<file path="config.mk">
export PLATFORM = sky130hd
export DESIGN_NAME = sound_arbiter
export DESIGN_NICKNAME = d
export VERILOG_FILES = /design/src/rtl/nap_pkg.sv /design/src/rtl/sound_timer.sv /design/src/rtl/sound_arbiter.sv
export SDC_FILE = /design/constraint.sdc
export NUM_CORES = 1
export LEC_CHECK = 0
export BUFFER_PORTS_ARGS = -buffer_cell sky130_fd_sc_hd__buf_4
export CAP_MARGIN = 15
export CORE_ASPECT_RATIO = 0.7
export CORE_MARGIN = 2
export CORE_UTILIZATION = 55
export CTS_CLUSTER_SIZE = 14
export DETAILED_ROUTE_END_ITERATION = 10
export HOLD_SLACK_MARGIN = 0.08
export PLACE_DENSITY = 0.8
export SLEW_MARGIN = 20
export SYNTH_ARGS = -nofsm -noshare
export SYNTH_HDL_FRONTEND = slang
export SYNTH_SLANG_ARGS = --single-unit
</file>
<file path="constraint.sdc">
create_clock -name clock -period 7 [get_ports clock]
set_input_delay 0.35 -clock clock [delete_from_list [all_inputs] [get_ports clock]]
set_output_delay 0.35 -clock clock [all_outputs]
set_load 0.05 [all_outputs]
</file>
<file path="src/rtl/nap_pkg.sv">
// Shared encodings for the piezo sound arbiter: FSM states, grant bit positions, silence code.
package nap_pkg;

  typedef enum logic [2:0] {
    SA_IDLE  = 3'd0,
    SA_GAP   = 3'd1,
    SA_ALARM = 3'd2,
    SA_CLICK = 3'd3,
    SA_LULL  = 3'd4
  } sa_state_t;

  localparam int GNT_LULL     = 0;
  localparam int GNT_CLICK    = 1;
  localparam int GNT_ALARM    = 2;
  localparam int BEAT_SILENCE = 0;

  function automatic logic [2:0] grant_of(input sa_state_t s);
    logic [2:0] g;
    g = '0;
    case (s)
      SA_ALARM: g[GNT_ALARM] = 1'b1;
      SA_CLICK: g[GNT_CLICK] = 1'b1;
      SA_LULL:  g[GNT_LULL]  = 1'b1;
      default:  g = '0;
    endcase
    return g;
  endfunction

endpackage

</file>
<file path="src/rtl/sound_timer.sv">
// Loadable down-counter that saturates at zero; times both silent gaps and keypad clicks.
// Latency: value/zero reflect a load one clock later.
// Backpressure: none; counts every clock unless reloaded.
module sound_timer #(
  parameter int W = 16
) (
  input  logic         clock,
  input  logic         reset,
  input  logic         load,
  input  logic [W-1:0] load_val,
  output logic [W-1:0] value,
  output logic         zero
);

  always_ff @(posedge clock or negedge reset) begin
    if (!reset) begin
      value <= '0;
    end else if (load) begin
      value <= load_val;
    end else if (value != '0) begin
      value <= value - W'(1);
    end
  end

  assign zero = (value == '0);

endmodule

</file>
<file path="src/rtl/sound_arbiter.sv">
// Fixed-priority, preempting owner select for one piezo: alarm > keypad click > lullaby, silent gap on every change.
// Latency: all outputs registered; beat codes reach play_sound one clock after sampling.
// Backpressure: none; sources are levels, keypad presses beyond one pending click are dropped.
module sound_arbiter
  import nap_pkg::*;
#(
  parameter int                BEAT_W       = 13,
  parameter int                GAP_CYCLES   = 50000,
  parameter int                CLICK_CYCLES = 2500000,
  parameter logic [BEAT_W-1:0] CLICK_CODE   = BEAT_W'(1000)
) (
  input  logic              clock,
  input  logic              reset,
  input  logic              alarm_req,
  input  logic [BEAT_W-1:0] alarm_beat,
  input  logic              lullaby_req,
  input  logic [BEAT_W-1:0] lullaby_beat,
  input  logic              key_pulse,
  input  logic              mute,
  output logic [BEAT_W-1:0] play_sound,
  output logic [2:0]        grant,
  output logic              busy,
  output logic              preempt
);

  localparam int TMAX = (GAP_CYCLES > CLICK_CYCLES) ? GAP_CYCLES : CLICK_CYCLES;
  localparam int TW   = (TMAX > 1) ? $clog2(TMAX) : 1;
  localparam logic [TW-1:0] GAP_LD   = TW'(GAP_CYCLES - 1);
  localparam logic [TW-1:0] CLICK_LD = TW'(CLICK_CYCLES - 1);

  sa_state_t         state, next_state, win_state;
  logic              win_vld;
  logic              click_pend, pend_clr, pend_set;
  logic              tmr_load, tmr_zero, pre_nxt;
  logic [TW-1:0]     tmr_val, tmr_value;

  sound_timer #(.W(TW)) u_timer (
    .clock    (clock),
    .reset    (reset),
    .load     (tmr_load),
    .load_val (tmr_val),
    .value    (tmr_value),
    .zero     (tmr_zero)
  );

  always_comb begin
    win_vld   = 1'b1;
    win_state = SA_IDLE;
    if (alarm_req)        win_state = SA_ALARM;
    else if (click_pend)  win_state = SA_CLICK;
    else if (lullaby_req) win_state = SA_LULL;
    else                  win_vld   = 1'b0;
  end

  always_comb begin
    next_state = state;
    tmr_load   = 1'b0;
    tmr_val    = GAP_LD;
    pre_nxt    = 1'b0;
    pend_clr   = 1'b0;
    if (mute) begin
      next_state = SA_IDLE;
      tmr_load   = 1'b1;
      tmr_val    = '0;
      pend_clr   = 1'b1;
    end else begin
      case (state)
        SA_IDLE: begin
          if (win_vld) begin
            next_state = SA_GAP;
            tmr_load   = 1'b1;
          end
        end
        SA_GAP: begin
          // Owner is chosen at the end of the gap, so a late higher request wins.
          if (tmr_zero) begin
            next_state = win_vld ? win_state : SA_IDLE;
            if (win_vld && win_state == SA_CLICK) begin
              tmr_load = 1'b1;
              tmr_val  = CLICK_LD;
            end
          end
        end
        SA_ALARM: begin
          if (!alarm_req) begin
            next_state = SA_GAP;
            tmr_load   = 1'b1;
          end
        end
        SA_CLICK: begin
          if (alarm_req || tmr_zero) begin
            next_state = SA_GAP;
            tmr_load   = 1'b1;
            pend_clr   = 1'b1;
            pre_nxt    = alarm_req;
          end
        end
        SA_LULL: begin
          if (alarm_req || click_pend || !lullaby_req) begin
            next_state = SA_GAP;
            tmr_load   = 1'b1;
            pre_nxt    = alarm_req || click_pend;
          end
        end
        default: begin
          next_state = SA_IDLE;
        end
      endcase
    end
  end

  assign pend_set = key_pulse && !alarm_req && !mute && (state != SA_CLICK);

  always_ff @(posedge clock or negedge reset) begin
    if (!reset) begin
      state      <= SA_IDLE;
      click_pend <= 1'b0;
      play_sound <= '0;
      grant      <= '0;
      busy       <= 1'b0;
      preempt    <= 1'b0;
    end else begin
      state      <= next_state;
      preempt    <= pre_nxt;
      busy       <= (next_state != SA_IDLE);
      grant      <= grant_of(next_state);
      if (pend_clr)      click_pend <= 1'b0;
      else if (pend_set) click_pend <= 1'b1;
      case (next_state)
        SA_ALARM: play_sound <= alarm_beat;
        SA_CLICK: play_sound <= CLICK_CODE;
        SA_LULL:  play_sound <= lullaby_beat;
        default:  play_sound <= BEAT_W'(BEAT_SILENCE);
      endcase
    end
  end

endmodule

</file>
==> results of run 1 <==
## report_power, final
part	internal (mW)	switching (mW)
logic	0.0576	0.103
registers	0.273	0.0190
clock network	0.0788	0.0850
total	0.409	0.207
## timing repair
item                                   CTS  global route
hold buffers                             1             0
resized for setup                        0             0
endpoints found under the hold margin   44             0
## through the flow
| step | std cells | power [mW] |
|---|---|---|
| 2_1_floorplan | 252 | 0.403 |
| 3_3_place_gp | 336 | 0.450 |
| 3_5_place_dp | 336 | 0.454 |
| 4_1_cts | 345 | 0.618 |
| 5_1_grt | 345 | 0.647 |
| 6_report | 345 | 0.616 |
## layout by cell type, fill, tap and decap left out, types with 3 or more instances in the layout
master / n
sky130_fd_sc_hd__a21oi_1: 16
sky130_fd_sc_hd__nand2_1: 11
sky130_fd_sc_hd__nor4_1: 8
sky130_fd_sc_hd__o2bb2ai_1: 6
sky130_fd_sc_hd__o211ai_1: 5
sky130_fd_sc_hd__or3_1: 6
sky130_fd_sc_hd__nand3_1: 15
sky130_fd_sc_hd__or4_1: 7
sky130_fd_sc_hd__xor2_1: 4
sky130_fd_sc_hd__inv_1: 15
sky130_fd_sc_hd__and3_1: 4
sky130_fd_sc_hd__a31oi_1: 3
sky130_fd_sc_hd__clkbuf_8: 6
sky130_fd_sc_hd__o21ai_0: 5
sky130_fd_sc_hd__a211oi_1: 4
sky130_fd_sc_hd__o21a_1: 4
sky130_fd_sc_hd__nor2_1: 14
sky130_fd_sc_hd__o31ai_1: 13
sky130_fd_sc_hd__and4_1: 3
sky130_fd_sc_hd__nor3_1: 12
sky130_fd_sc_hd__nor3b_1: 3
sky130_fd_sc_hd__buf_4: 49
sky130_fd_sc_hd__dfrtp_1: 44
## per-layer routing
| metal | vias up | track usage [%] |
|---|---|---|
| li1 | 1020 | - |
| met1 | 1040 | 38.7 |
| met2 | 82 | 36.8 |
| met3 | 9 | 5.67 |
| met4 | 0 | 8.81 |
| met5 | - | 0 |
## worst reg2reg max path, delay by kind of cell (launching register included)
| kind | cells | cell delay, ns |
|---|---|---|
| DFF | 1 | 0.41 |
| adders and majority gates | 1 | 0.21 |
| AOI/OAI and AO/OA | 2 | 0.77 |
| and+or+nand+nor | 3 | 1.66 |
| buffers and inverters | 1 | 0.10 |
## layout make-up
type / instances / area, sq um / share of cell area (%)
Sequential cell: 44 / 1100 / 39.0
Clock buffer: 6 / 82.6 / 2.92
Tap cell: 52 / 65.1 / 2.30
Clock inverter: 2 / 10.0 / 0.354
Multi-Input combinational cell: 175 / 1130 / 40.0
Inverter: 16 / 60.1 / 2.12
Timing Repair Buffer: 50 / 378 / 13.4
## registers in the layout, summed over array words and instances (netlist names)
register	flops
u_timer.value	22
play_sound	13
grant	3
state	3
busy	1
click_pend	1
preempt	1
## Yosys cell counts, types with 2 or more instances
library cell,number,area share [%]
sky130_fd_sc_hd__nor3b_1,3,0.95
sky130_fd_sc_hd__nand2_1,11,1.7
sky130_fd_sc_hd__nand3_1,15,3.2
sky130_fd_sc_hd__a211oi_1,4,1.3
sky130_fd_sc_hd__o21ai_0,5,1.1
sky130_fd_sc_hd__o31ai_1,13,4.1
sky130_fd_sc_hd__a31oi_1,3,0.79
sky130_fd_sc_hd__xor2_1,4,1.5
sky130_fd_sc_hd__o211ai_1,5,1.6
sky130_fd_sc_hd__o21a_1,4,1.3
sky130_fd_sc_hd__inv_1,15,2.4
sky130_fd_sc_hd__or4_1,7,2.2
sky130_fd_sc_hd__o2bb2ai_1,6,2.2
sky130_fd_sc_hd__o41ai_1,2,0.74
sky130_fd_sc_hd__and3_1,4,1.1
sky130_fd_sc_hd__a21oi_1,16,3.4
sky130_fd_sc_hd__xnor2_1,2,0.74
sky130_fd_sc_hd__dfrtp_1,44,47
sky130_fd_sc_hd__nor3_1,12,2.5
sky130_fd_sc_hd__nor2b_1,2,0.53
sky130_fd_sc_hd__nor2_1,14,2.2
sky130_fd_sc_hd__nor4_1,8,2.1
sky130_fd_sc_hd__or3_1,6,1.6
sky130_fd_sc_hd__buf_2,3,0.64
sky130_fd_sc_hd__o31a_1,2,0.74
sky130_fd_sc_hd__clkbuf_1,12,1.9
sky130_fd_sc_hd__and4_1,3,1.1
sky130_fd_sc_hd__nand2b_1,2,0.53
## worst max-delay path by stage
stage	startpoint	end	slack, ns	cells past startpoint
finish	u_timer.value[0]$_DFFE_PN0P_	play_sound[0]$_DFF_PN0_	3.75	7
detailed placement	u_timer.value[0]$_DFFE_PN0P_	play_sound[0]$_DFF_PN0_	3.82	7
global placement	u_timer.value[0]$_DFFE_PN0P_	busy$_DFF_PN0_	3.65	7
floorplan	u_timer.value[0]$_DFFE_PN0P_	u_timer.value[10]$_DFFE_PN0P_	4.27	9
CTS	u_timer.value[0]$_DFFE_PN0P_	play_sound[0]$_DFF_PN0_	3.75	7
global route	u_timer.value[0]$_DFFE_PN0P_	play_sound[0]$_DFF_PN0_	3.50	7
## cell families (layout without fill, tap and decap cells)
family / count (synthesis) / count (layout) / synth area share (%)
AO/OA/AOI/OAI: 70 / 70 / 21.2
flip-flops: 44 / 44 / 46.6
AND/OR/NAND/NOR: 97 / 97 / 23.3
buffers and inverters: 33 / 74 / 5.72
multiplexers: 1 / 1 / 0.424
XOR/XNOR: 6 / 6 / 2.22
adder cells (fa/ha/maj): 1 / 1 / 0.530
==> run summary, run 1 <==
The run finished with clean final reports. The number of diodes added for antenna fixing is 0. For the pin with the worst max-slew slack, the measured transition is 0.782 ns. The number of global-route vias before repair came out at between 1500 and 2000. The post-synthesis sequential element count came out at between 40 and 50. The final routed wire length divided by cell count came out at about 17 microns. Of all nets on the critical path, the largest fanout is 8. The site row count is 19. The headroom to the max-slew limit came out at 47.4%. The maximum clock rate came out at about 310 MHz. The leakage dissipation is 1.31 nW.

The sum of negative setup slack is 0 ns. The average via count per standard cell is roughly 6.2. The number of clock buffers added by TritonCTS is 5. For this run, the post-layout net count is around 330. The first-pass GRT wire length came out at a little over 9 mm. In this run the mean area of a mapped cell was 9.37 sq um. The worst-case clock skew came out at 0.00477 ns. The hold violation count in the final report is 0. The cell family contributing the most delay on the critical path is simple AND/OR/NAND/NOR gates.

Summed over all nets, wire length on met3 after detailed routing comes to 447 microns. The starting utilization of the core area came out at 58.8%. For this run, the leading register cell type out of synthesis is sky130_fd_sc_hd__dfrtp_1. The startpoint identified for the worst hold timing path is lullaby_beat[9].

The worst register-to-register path ends at play_sound[0]$_DFF_PN0_. Summing all placed instances gives a cell area of 0.00272 sq mm. Pin placement for this block handled 50 I/O pins. The smallest hold slack came out at around 0.26 ns. The data required time of the worst path came out at 7.19 ns. Of the synthesized area, sequential elements account for between 40% and 50%. Setup repair after global routing left no endpoint under its margin.

The worst register-to-register path begins at u_timer.value[0]$_DFFE_PN0P_. The detail route stage leaves a number of antenna-violating nets equal to 0. The maximum ir drop on the vdd rail came out at 0.171 mV. The total global routing overflow came out at 0. The path class of the tightest hold or removal check is input pin to flip-flop. The maximum level of the CTS H-tree is 2. The residual DRC count is 0. The critical path goes through inv_1 -> ha_1 -> or4b_1 -> nor3_1 -> a31oi_1 -> or2_0 -> o31ai_1. Counting flops with an async set or reset pin after synthesis yields a share of 100%. The worst setup path is captured at a flip-flop. Counting along the longest clock path gives a buffer depth of 2. The fraction of layout cells with a size suffix above 1 came out at between 20% and 30%. The area of the die is around 0.0048 sq mm. For this run, the slowest stage of the critical path takes a little under 0.6 ns. The overall routed net length is approximately 5.8 mm. The critical path in this run is classified as flip-flop to flip-flop. The clock sink count came out at 44. The clock latency on the worst-skew pair came out at ~0.3 ns.

The number of enable-type register cells in the synthesized netlist is 0. At the end of routability-driven placement, the weighted congestion stood at around 0.9. The total setup violations reported at the end of the flow is 0.

The horizontal die dimension is around 80 microns. The synthesized netlist contains 53 unique library cells. The count of fill cells added during filler insertion is 334.

The largest net degree at the start of global routing is 45. The max-slew violation total from the final report came to 0. The shortest period the worst path allows came out at roughly 3.3 ns. The total core area is approximately 0.004 sq mm. The number of antenna violations at the first check in global routing is 0. The clock-pin slew reported for the worst setup and hold paths after clock tree synthesis is 0.08 ns. The post-route clock period utilization is around 46%. The number of DRC markers in iteration 0 is between 100 and 150. The post-DP HPWL came out at 4.09 mm. The signal arrival time at the worst endpoint came out at between 3 and 4 ns. The root buffer cell chosen for the clock tree is sky130_fd_sc_hd__clkbuf_8. From synthesis to final layout, the design area changed by 19.7%. The routed design uses 2.57 mm of met2 wire. Across all layers, the routed design uses 2151 vias. The total nets after synthesis came out at ~290.

Synthesis produced roughly 250 cells. The final core utilization is between 70% and 80%. During synthesis, Yosys emitted a total of 0 warnings. The slowest stage of the critical path is the sky130_fd_sc_hd__nor3_1 cell. The number of input and output port buffers inserted came out at a little under 50. The first detailed-routing pass took 5 iterations.

The highest routed metal layer is met4. TritonCTS built the clock tree. The all-layer global routing usage is 25.7%. The number of post-CTS setup repair buffers came out at 0. The sum of buffers and inverters on the critical path is 1. The setup slack at placement came out at 3.82 ns.

The synthesized area came out at around 0.0024 sq mm. The power density over the cells is approximately 220 mW/mm^2. The setup slack of the critical path after layout is between 3 and 4 ns. The path with the worst hold slack has its endpoint at play_sound[9]$_DFF_PN0_. The depth of the worst register-to-register path is 7. The number of max-cap violations came out at 0. The met1 layer wirelength in the final routing is 2.67 mm.

The post-route cell area came out at between 0.002 and 0.003 sq mm. The floorplan die height came out at ~60 microns. The depth of the worst hold-timing path is 2. The minimum setup slack among reg-to-reg paths is approximately 3.7 ns. STA classifies the critical path startpoint as a flip-flop.
(Power assumes the default switching activity.)
==> run 2: changes to the inputs <==
--- a/config.mk
+++ b/config.mk
@@ -9,11 +9,11 @@
 export CAP_MARGIN = 15
 export CORE_ASPECT_RATIO = 0.7
 export CORE_MARGIN = 2
-export CORE_UTILIZATION = 55
+export CORE_UTILIZATION = 54
 export CTS_CLUSTER_SIZE = 14
 export DETAILED_ROUTE_END_ITERATION = 10
 export HOLD_SLACK_MARGIN = 0.08
-export PLACE_DENSITY = 0.8
+export PLACE_DENSITY = 0.79
 export SLEW_MARGIN = 20
 export SYNTH_ARGS = -nofsm -noshare
 export SYNTH_HDL_FRONTEND = slang
==> constraint.sdc (replaced) <==
create_clock -name clock -period 3.1 [get_ports clock]
set_input_delay 0.155 -clock clock [delete_from_list [all_inputs] [get_ports clock]]
set_output_delay 0.155 -clock clock [all_outputs]
set_load 0.05 [all_outputs]
==> run 2 against run 1 <==
  * Sequential power up 130%
  * Hold slack worse by 0.17 ns
  * Final cell count up 5.5%
  * Combinational power up 140%
  * Critical endpoint is now u_timer.value[10]$_DFFE_PN0P_
==> run summary, run 2 (same netlist as run 1, synthesis figures left out) <==
The count of fill cells added during filler insertion is 344 (was 334). The clock tree root buffer cell is sky130_fd_sc_hd__clkbuf_8 (unchanged). The reg-to-reg startpoint is u_timer.value[0]$_DFFE_PN0P_ (unchanged). The power density over the cells came out at 477 mW/mm^2 (was 218 mW/mm^2).

The CTS tree is yes (unchanged). The startpoint of the lowest-slack hold path was lullaby_beat[2] (was lullaby_beat[9]). The shortest period the worst path allows came to 2.91 ns (was 3.25 ns). The library cell contributing the largest single delay on the critical path is sky130_fd_sc_hd__or4_4 (was sky130_fd_sc_hd__nor3_1). The number of flip-flops under the largest register name is 22 (unchanged).

The total power consumption of the routed design is 1.41 mW (was 616 uW). The number of global-route vias before repair came out at 2084 (was 1980). The area of the die is 0.00493 sq mm (was 0.00484 sq mm). The final net count came out at 341 (was 325).

The total global routing overflow is 0 (unchanged). The largest net degree at the start of global routing came out at 45 (unchanged). The average via count per standard cell was 6.16 (was 6.23).

The number of antenna violations at the first check in global routing is 0 (unchanged). The worst-case clock skew is 0.00715 ns (was 0.00477 ns). The data required time of the worst path is 3.28 ns (was 7.19 ns). The post-DP HPWL is 4.43 mm (was 4.09 mm). The total setup violations reported at the end of the flow came to 0 (unchanged). The largest fanout on the critical path came out at 8 (unchanged). The remaining antenna violation count came out at 0 (unchanged). The largest stage delay on the critical path came to 0.63 ns (was 0.59 ns).

The number of DRC markers in iteration 0 is 296 (was 113). The fraction of layout cells with a size suffix above 1 is 23.3% (was 21.8%). The all-layer global routing usage came out at 26.2% (was 25.7%).

The cell count after placement came out at 348 (was 336). The total via count in the routed design came out at 2242 (was 2151). The sum of negative setup slack is 0 ns (unchanged).

The CTS buffer count came out at 5 (unchanged). The signal arrival time at the worst endpoint came out at 3.09 ns (was 3.44 ns). The starting utilization of the core area is 55.2% (was 58.8%).

The floorplan die height is 59.3 microns (was 58.8 microns). The clock-pin slew reported for the worst setup and hold paths after clock tree synthesis came out at 0.09 ns (was 0.08 ns). The relative area change from synthesis to final layout came to 25.5% (was 19.7%). The critical path's top delay family is simple AND/OR/NAND/NOR gates (unchanged). The horizontal die dimension was 83.1 microns (was 82.3 microns). The clock sink count came out at 44 (unchanged).

The first-pass detailed-route iteration total came out at 5 (unchanged). Status: finished clean (unchanged). Unrepaired setup endpoints after global routing: false (unchanged). The headroom to the max-slew limit is 61.2% (was 47.4%). Commonest cells after routing, fill and taps aside: sky130_fd_sc_hd__buf_4 (58), sky130_fd_sc_hd__dfrtp_1 (44), sky130_fd_sc_hd__a21oi_1 (16), sky130_fd_sc_hd__inv_1 (15), sky130_fd_sc_hd__nand3_1 (15) (was sky130_fd_sc_hd__buf_4 (49), sky130_fd_sc_hd__dfrtp_1 (44), sky130_fd_sc_hd__a21oi_1 (16), sky130_fd_sc_hd__inv_1 (15), sky130_fd_sc_hd__nand3_1 (15)). The leakage dissipation was 1.37 nW (was 1.31 nW).

The total core area is 0.00428 sq mm (was 0.00402 sq mm). The number of buffers between clock root and the deepest sink was 2 (unchanged). The sum of buffers and inverters on the critical path came out at 1 (unchanged). The number of standard cells in the layout, taps in and fillers out came out at 364 (was 345). The placer congestion estimate is 0.930 (was 0.878).

The maximum ir drop on the vdd rail is 0.341 mV (was 0.171 mV). The launch point of the worst path is u_timer.value[0]$_DFFE_PN0P_ (unchanged). The element type at the critical path end is a flip-flop (unchanged). The hold violation count in the final report came out at 0 (unchanged). The kind of path behind the tightest hold check is input pin to flip-flop (unchanged). The max-slew violation total from the final report is 0 (unchanged). Largest registers ranked by flip-flop count: u_timer.value (22), play_sound (13) (unchanged). The number of input and output port buffers inserted came out at 49 (unchanged). The leading cell type in the layout, fill and taps excluded is sky130_fd_sc_hd__buf_4 (unchanged). The top register by number of flip-flops is u_timer.value (unchanged). The area used by sequential logic in the layout is 0.00110 sq mm (unchanged). The first-pass GRT wire length came out at 10.2 mm (was 9.29 mm). The final routed wire length divided by cell count came to 17.0 microns (was 16.8 microns). The overall routed net length is 6.20 mm (was 5.79 mm).

The site row count was 20 (was 19). The top-level I/O count was 50 (unchanged). The clock latency on the worst-skew pair was 0.30 ns (about the same). The number of diodes added for antenna fixing came out at 0 (unchanged).

The transition at the pin with the smallest max-transition slack came out at 0.577 ns (was 0.782 ns). The number of max-cap violations came to 0 (unchanged). The post-route clock period utilization came out at 93.8% (was 46.5%). The maximum clock rate is 344 MHz (was 307 MHz). The residual DRC count was 0 (unchanged).

The area of combinational cells with multiple inputs came to 0.00113 sq mm (about the same). The type of origin of the critical path is a flip-flop (unchanged). The critical setup path kind is flip-flop to flip-flop (unchanged). The maximum level of the CTS H-tree is 2 (unchanged). Cell breakdown of the critical path: inv_1 -> ha_1 -> or4b_1 -> or4_4 -> o31a_1 -> and3_1 -> o32a_1 (was inv_1 -> ha_1 -> or4b_1 -> nor3_1 -> a31oi_1 -> or2_0 -> o31ai_1).
==> run 2: cell count changes in the layout (fill, tap and decap cells not counted) <==
cell	delta
sky130_fd_sc_hd__buf_4	+9
sky130_fd_sc_hd__dlygate4sd3_1	+7
sky130_fd_sc_hd__clkinv_2	-2
sky130_fd_sc_hd__clkinvlp_4	+2
sky130_fd_sc_hd__clkbuf_8	-1
sky130_fd_sc_hd__clkinv_4	+1
sky130_fd_sc_hd__o21ai_1	+1
sky130_fd_sc_hd__o21ai_2	-1
==> run 2: layout make-up <==
type / count / area share [%]
timing repair buffer: 66 / 17.4
multi-input combinational: 175 / 38.0
sequential: 44 / 37.1
clock buffer: 5 / 2.32
inverter: 16 / 2.03
tap: 55 / 2.32
clock inverter: 3 / 0.802
==> run 2: routing by layer <==
| layer | vias up | GRT usage, % | part of all wire (%) |
|---|---|---|---|
| met5 | - | 0 | 0 |
| met1 | 1072 | 39.9 | 46 |
| met4 | 0 | 5.62 | 1.2 |
| met3 | 14 | 5.71 | 7.0 |
| met2 | 103 | 38.8 | 45 |
| li1 | 1053 | - | - |
==> run 2: power breakdown <==
| part | internal [mW] | switching (mW) |
|---|---|---|
| registers | 0.616 | 0.0456 |
| clock network | 0.160 | 0.206 |
| logic | 0.146 | 0.240 |
| total | 0.921 | 0.492 |
==> run 2: final timing paths <==
kind / endpoint / slack (ns) / cells past startpoint
max in group asynchronous: u_timer.value[21]$_DFFE_PN0P_ / 2.34 / 2
max reg2reg: u_timer.value[10]$_DFFE_PN0P_ / 0.19 / 7
max: u_timer.value[10]$_DFFE_PN0P_ / 0.19 / 7
min reg2reg: u_timer.value[0]$_DFFE_PN0P_ / 0.53 / 1
min: play_sound[2]$_DFF_PN0_ / 0.09 / 3
min in group asynchronous: u_timer.value[12]$_DFFE_PN0P_ / 0.38 / 2
==> run 2: tightest hold or removal path, delay by kind of cell <==
kind                   cells  cell delay, ns
AOI/OAI and AO/OA          1            0.06
buffers and inverters      1            0.08
and+or+nand+nor            1            0.05
==> run 2: per-stage QoR <==
step / instance area, sq um / hold WS [ns] / util (%) / setup WS (ns)
2_1_floorplan: 2360 / -0.141 / - / 0.372
3_3_place_gp: 2790 / 0.181 / 65.2 / 0.316
3_5_place_dp: 2790 / 0.185 / 65.2 / 0.220
4_1_cts: 2960 / 0.0833 / 69.3 / 0.207
5_1_grt: 2960 / 0.0952 / 69.3 / 0.0865
6_report: 2960 / 0.0889 / 69.3 / 0.193
==> run 2: timing repair <==
item / 4_1_cts / 5_1_grt
setup buffers: 0 / 0
resized for setup: 0 / 0
hold buffers: 8 / 0
endpoints found under the hold margin: 51 / 0
==> run 3: changes to the inputs <==
--- a/config.mk
+++ b/config.mk
@@ -5,15 +5,16 @@
 export SDC_FILE = /design/constraint.sdc
 export NUM_CORES = 1
 export LEC_CHECK = 0
+export ABC_AREA = 1
 export BUFFER_PORTS_ARGS = -buffer_cell sky130_fd_sc_hd__buf_4
 export CAP_MARGIN = 15
 export CORE_ASPECT_RATIO = 0.7
 export CORE_MARGIN = 2
-export CORE_UTILIZATION = 54
+export CORE_UTILIZATION = 40
 export CTS_CLUSTER_SIZE = 14
 export DETAILED_ROUTE_END_ITERATION = 10
 export HOLD_SLACK_MARGIN = 0.08
-export PLACE_DENSITY = 0.79
+export PLACE_DENSITY = 0.6
 export SLEW_MARGIN = 20
 export SYNTH_ARGS = -nofsm -noshare
 export SYNTH_HDL_FRONTEND = slang
==> run 3 against run 2 <==
  * Critical path depth rose by 6
  * Critical endpoint is now play_sound[12]$_DFF_PN0_
  * Clock power increased by 20%
  * Die area rose by 34%
  * Final cell count is 20% higher
  * Combinational power shrank 27%
  * Area after synthesis up 0.90%
==> run summary, run 3 <==
The commonest register cell after synthesis is sky130_fd_sc_hd__dfrtp_1 (unchanged). The final routed wire length divided by cell count came out at 13.3 microns (was 17.0 microns). Among the stages of the critical path, the cell type that occurs most often is sky130_fd_sc_hd__nand2_1. The total core area was 0.00573 sq mm (was 0.00428 sq mm). The share of the yosys chip area belonging to registers is 46.2% (was 46.6%).

Largest registers ranked by flip-flop count: u_timer.value (22), play_sound (13) (unchanged). The site row count is 23 (was 20). The number of antenna violations at the first check in global routing came out at 0 (unchanged). The sum of negative setup slack is 0 ns (unchanged). The shortest period the worst path allows is 2.62 ns (was 2.91 ns). The post-synthesis sequential element count came to 44 (unchanged). The setup slack of the critical path after layout is 0.480 ns (was 0.193 ns). The first-pass GRT wire length is 9.87 mm (was 10.2 mm). The maximum level of the CTS H-tree is 2 (unchanged). The floorplan die height came out at 68.6 microns (was 59.3 microns). The largest net degree at the start of global routing came out at 45 (unchanged). The fraction of layout cells with a size suffix above 1 is 21.5% (was 23.3%).

The average footprint of a synthesized cell came out at 8.19 sq um (was 9.37 sq um). The total nets after synthesis is 324 (was 285). The type of origin of the critical path is a flip-flop (unchanged). The first-pass detailed-route iteration total came out at 4 (was 5). The critical setup path kind is flip-flop to flip-flop (unchanged).

The number of enable-type register cells in the synthesized netlist was 0 (unchanged). The cell count after placement was 410 (was 348). The transition at the pin with the smallest max-transition slack is 0.628 ns (was 0.577 ns). The count of fill cells added during filler insertion came out at 526 (was 344). Biggest area contributors in the synthesized netlist: sky130_fd_sc_hd__dfrtp_1 (46%), sky130_fd_sc_hd__nand2_1 (12%), sky130_fd_sc_hd__nor2_1 (6.9%), sky130_fd_sc_hd__nand3_1 (4.0%), sky130_fd_sc_hd__o211ai_1 (3.5%) (was sky130_fd_sc_hd__dfrtp_1 (47%), sky130_fd_sc_hd__o31ai_1 (4.1%), sky130_fd_sc_hd__a21oi_1 (3.4%), sky130_fd_sc_hd__nand3_1 (3.2%), sky130_fd_sc_hd__nor3_1 (2.5%)). The most instantiated library cell after synthesis is sky130_fd_sc_hd__nand2_1 (was sky130_fd_sc_hd__dfrtp_1). The final net count came out at 395 (was 341).

The reg-to-reg startpoint is u_timer.value[0]$_DFFE_PN0P_ (unchanged). The launch point of the worst path is u_timer.value[0]$_DFFE_PN0P_ (unchanged). The number of global-route vias before repair came out at 2094 (was 2084).

The proportion of netlist area held by the largest area contributor came to 46.2% (was 46.6%). The cell type with the largest total area after synthesis is sky130_fd_sc_hd__dfrtp_1 (unchanged). The starting utilization of the core area came to 41.6% (was 55.2%). Status: finished clean (unchanged). The headroom to the max-slew limit came out at 58.1% (was 61.2%). The number of input and output port buffers inserted is 49 (unchanged).

The setup slack at placement was 0.970 ns (was 0.220 ns). The residual DRC count was 0 (unchanged). The top register by number of flip-flops was u_timer.value (unchanged). The async set-reset flop share out of synthesis is 100% (unchanged).

The number of diodes added for antenna fixing is 0 (unchanged). The clock tree root buffer cell was sky130_fd_sc_hd__clkbuf_8 (unchanged). The total setup violations reported at the end of the flow is 0 (unchanged). The count of different cell masters after synthesis came to 31 (was 53).

The signal arrival time at the worst endpoint is 2.85 ns (was 3.09 ns). The number of flip-flops under the largest register name came out at 22 (unchanged). The gate count of the mapped netlist is 291 (was 252). The CTS tree was yes (unchanged). Cell breakdown of the critical path: inv_1 -> ha_1 -> nand2_4 -> nor2_8 -> nand3_4 -> nor2_2 -> nand2_1 -> nand3_2 -> nand2_2 -> inv_2 -> nand3_1 -> nand2_1 -> dlygate4sd3_1 (was inv_1 -> ha_1 -> or4b_1 -> or4_4 -> o31a_1 -> and3_1 -> o32a_1).

The kind of path behind the tightest hold check is input pin to flip-flop (unchanged). The number of standard cells in the layout, taps in and fillers out came out at 438 (was 364). The all-layer global routing usage is 19.8% (was 26.2%). The maximum ir drop on the vdd rail came to 0.189 mV (was 0.341 mV).

Unrepaired setup endpoints after global routing: false (unchanged). The end point of the critical path is play_sound[12]$_DFF_PN0_ (was u_timer.value[10]$_DFFE_PN0P_). The clock latency on the worst-skew pair is 0.30 ns (about the same). The total via count in the routed design is 2175 (was 2242). The hold violation count in the final report is 0 (unchanged). The data required time of the worst path is 3.33 ns (was 3.28 ns). Commonest cells after routing, fill and taps aside: sky130_fd_sc_hd__nand2_1 (74), sky130_fd_sc_hd__buf_4 (49), sky130_fd_sc_hd__nor2_1 (44), sky130_fd_sc_hd__dfrtp_1 (44), sky130_fd_sc_hd__dlygate4sd3_1 (20) (was sky130_fd_sc_hd__buf_4 (58), sky130_fd_sc_hd__dfrtp_1 (44), sky130_fd_sc_hd__a21oi_1 (16), sky130_fd_sc_hd__inv_1 (15), sky130_fd_sc_hd__nand3_1 (15)). The top-level I/O count came out at 50 (unchanged).

The placer congestion estimate came out at 0.924 (was 0.930). The maximum clock rate is 382 MHz (was 344 MHz). The CTS buffer count is 5 (unchanged). The clock sink count came out at 44 (unchanged). The final core utilization came out at 54.4% (was 69.3%).

The horizontal die dimension is 96.3 microns (was 83.1 microns). Post-synth top cells: sky130_fd_sc_hd__nand2_1 (74), sky130_fd_sc_hd__dfrtp_1 (44), sky130_fd_sc_hd__nor2_1 (44) (was sky130_fd_sc_hd__dfrtp_1 (44), sky130_fd_sc_hd__a21oi_1 (16), sky130_fd_sc_hd__inv_1 (15), sky130_fd_sc_hd__nand3_1 (15), sky130_fd_sc_hd__nor2_1 (14)). The number of buffers between clock root and the deepest sink is 2 (unchanged). The post-route clock period utilization is 84.5% (was 93.8%). The worst-case clock skew is 0.00777 ns (was 0.00715 ns). The synthesized area came out at 0.00238 sq mm (was 0.00236 sq mm). The relative area change from synthesis to final layout came out at 30.8% (was 25.5%). The remaining antenna violation count is 0 (unchanged). The number of DRC markers in iteration 0 came to 125 (was 296).

The max-slew violation total from the final report came out at 0 (unchanged). The leakage dissipation was 1.62 nW (was 1.37 nW). The largest stage delay on the critical path is 0.55 ns (was 0.63 ns). The overall routed net length came out at 5.82 mm (was 6.20 mm). The power density over the cells came to 431 mW/mm^2 (was 477 mW/mm^2).

The minimum setup slack among reg-to-reg paths came out at 0.48 ns (was 0.19 ns). The average via count per standard cell was 4.97 (was 6.16). The number of post-CTS setup repair buffers is 0 (unchanged). The total global routing overflow came to 0 (unchanged). The leading cell type in the layout, fill and taps excluded was sky130_fd_sc_hd__nand2_1 (was sky130_fd_sc_hd__buf_4). The library cell contributing the largest single delay on the critical path is sky130_fd_sc_hd__dlygate4sd3_1 (was sky130_fd_sc_hd__or4_4).

The element type at the critical path end is a flip-flop (unchanged). The warning count from the yosys run came out at 0 (unchanged). The smallest hold slack was 0.0897 ns (was 0.0889 ns). The largest fanout on the critical path came out at 9 (was 8). The post-DP HPWL is 4.11 mm (was 4.43 mm). The clock-pin slew reported for the worst setup and hold paths after clock tree synthesis is 0.08 ns (was 0.09 ns).

The end of the worst register-to-register path was play_sound[12]$_DFF_PN0_ (was u_timer.value[10]$_DFFE_PN0P_). The area of the die came out at 0.00660 sq mm (was 0.00493 sq mm). The number of max-cap violations is 0 (unchanged). The depth of the worst register-to-register path is 13 (was 7).
## run 3: changes by cell type in the layout (fill, tap and decap cells not counted), sizes merged, moves of 10 or more
cell / before / now
o31ai: 14 / 0
dlygate4sd3: 8 / 20
nor2: 15 / 51
nand2: 11 / 80
nand4: 1 / 11
## run 3: area by class of cell
type	count	area, sq um	share of cell area (%)
well taps	75	93.8	3.01
clock inverters	2	35.0	1.12
inverters	21	78.8	2.53
flip-flops and latches	44	1100	35.3
multi-input cells	221	1170	37.5
clock buffers	6	72.6	2.33
repair buffers	69	568	18.2
## run 3: critical path: cells and delay by family (launching register included)
| kind | cells | cell delay, ns |
|---|---|---|
| adders and majority gates | 1 | 0.27 |
| buffers and inverters | 3 | 0.84 |
| DFF | 1 | 0.36 |
| and+or+nand+nor | 9 | 1.08 |
## run 3: through the flow
stage,power [mW],cell area (sq um)
global placement,0.901,2810
CTS,1.35,3120
global route,1.42,3120
detailed placement,0.899,2810
floorplan,0.811,2380
finish,1.34,3120
## run 3: power breakdown
group          total [mW]  internal [mW]  switching (mW)
Sequential          0.623          0.598          0.0249
Clock               0.438          0.239           0.199
Combinational       0.283          0.112           0.171
Total                1.34          0.950           0.394
## run 3: routing by layer
layer,GRT usage (%),vias up,share of wire [%]
li1,-,1098,-
met1,28.3,1015,49
met2,31.0,55,45
met3,3.70,7,5.1
met4,5.18,0,1.0
met5,0,-,0
## run 3: logic make-up (layout without fill, tap and decap cells)
logic type	Yosys count	after routing	synth area share, %
adders and majority gates	1	1	0.525
and+or+nand+nor	173	173	34.8
DFF	44	44	46.2
xor gates and xnor gates	16	16	5.88
buffers and inverters	26	98	4.78
AOI/OAI and AO/OA	31	31	7.87
## run 3: timing repair
action	in CTS	in global routing
hold endpoints to repair	59	0
hold buffers	20	0
resized for setup	0	0
## run 3: worst min-delay path by stage
stage / cells past startpoint / startpoint / slack [ns] / to
floorplan: 0 / reset / -0.14 / busy$_DFF_PN0_
global placement: 1 / reset / 0.19 / play_sound[12]$_DFF_PN0_
detailed placement: 1 / reset / 0.19 / play_sound[12]$_DFF_PN0_
CTS: 3 / alarm_beat[11] / 0.08 / play_sound[11]$_DFF_PN0_
global route: 3 / alarm_beat[10] / 0.1 / play_sound[10]$_DFF_PN0_
finish: 3 / alarm_beat[11] / 0.09 / play_sound[11]$_DFF_PN0_
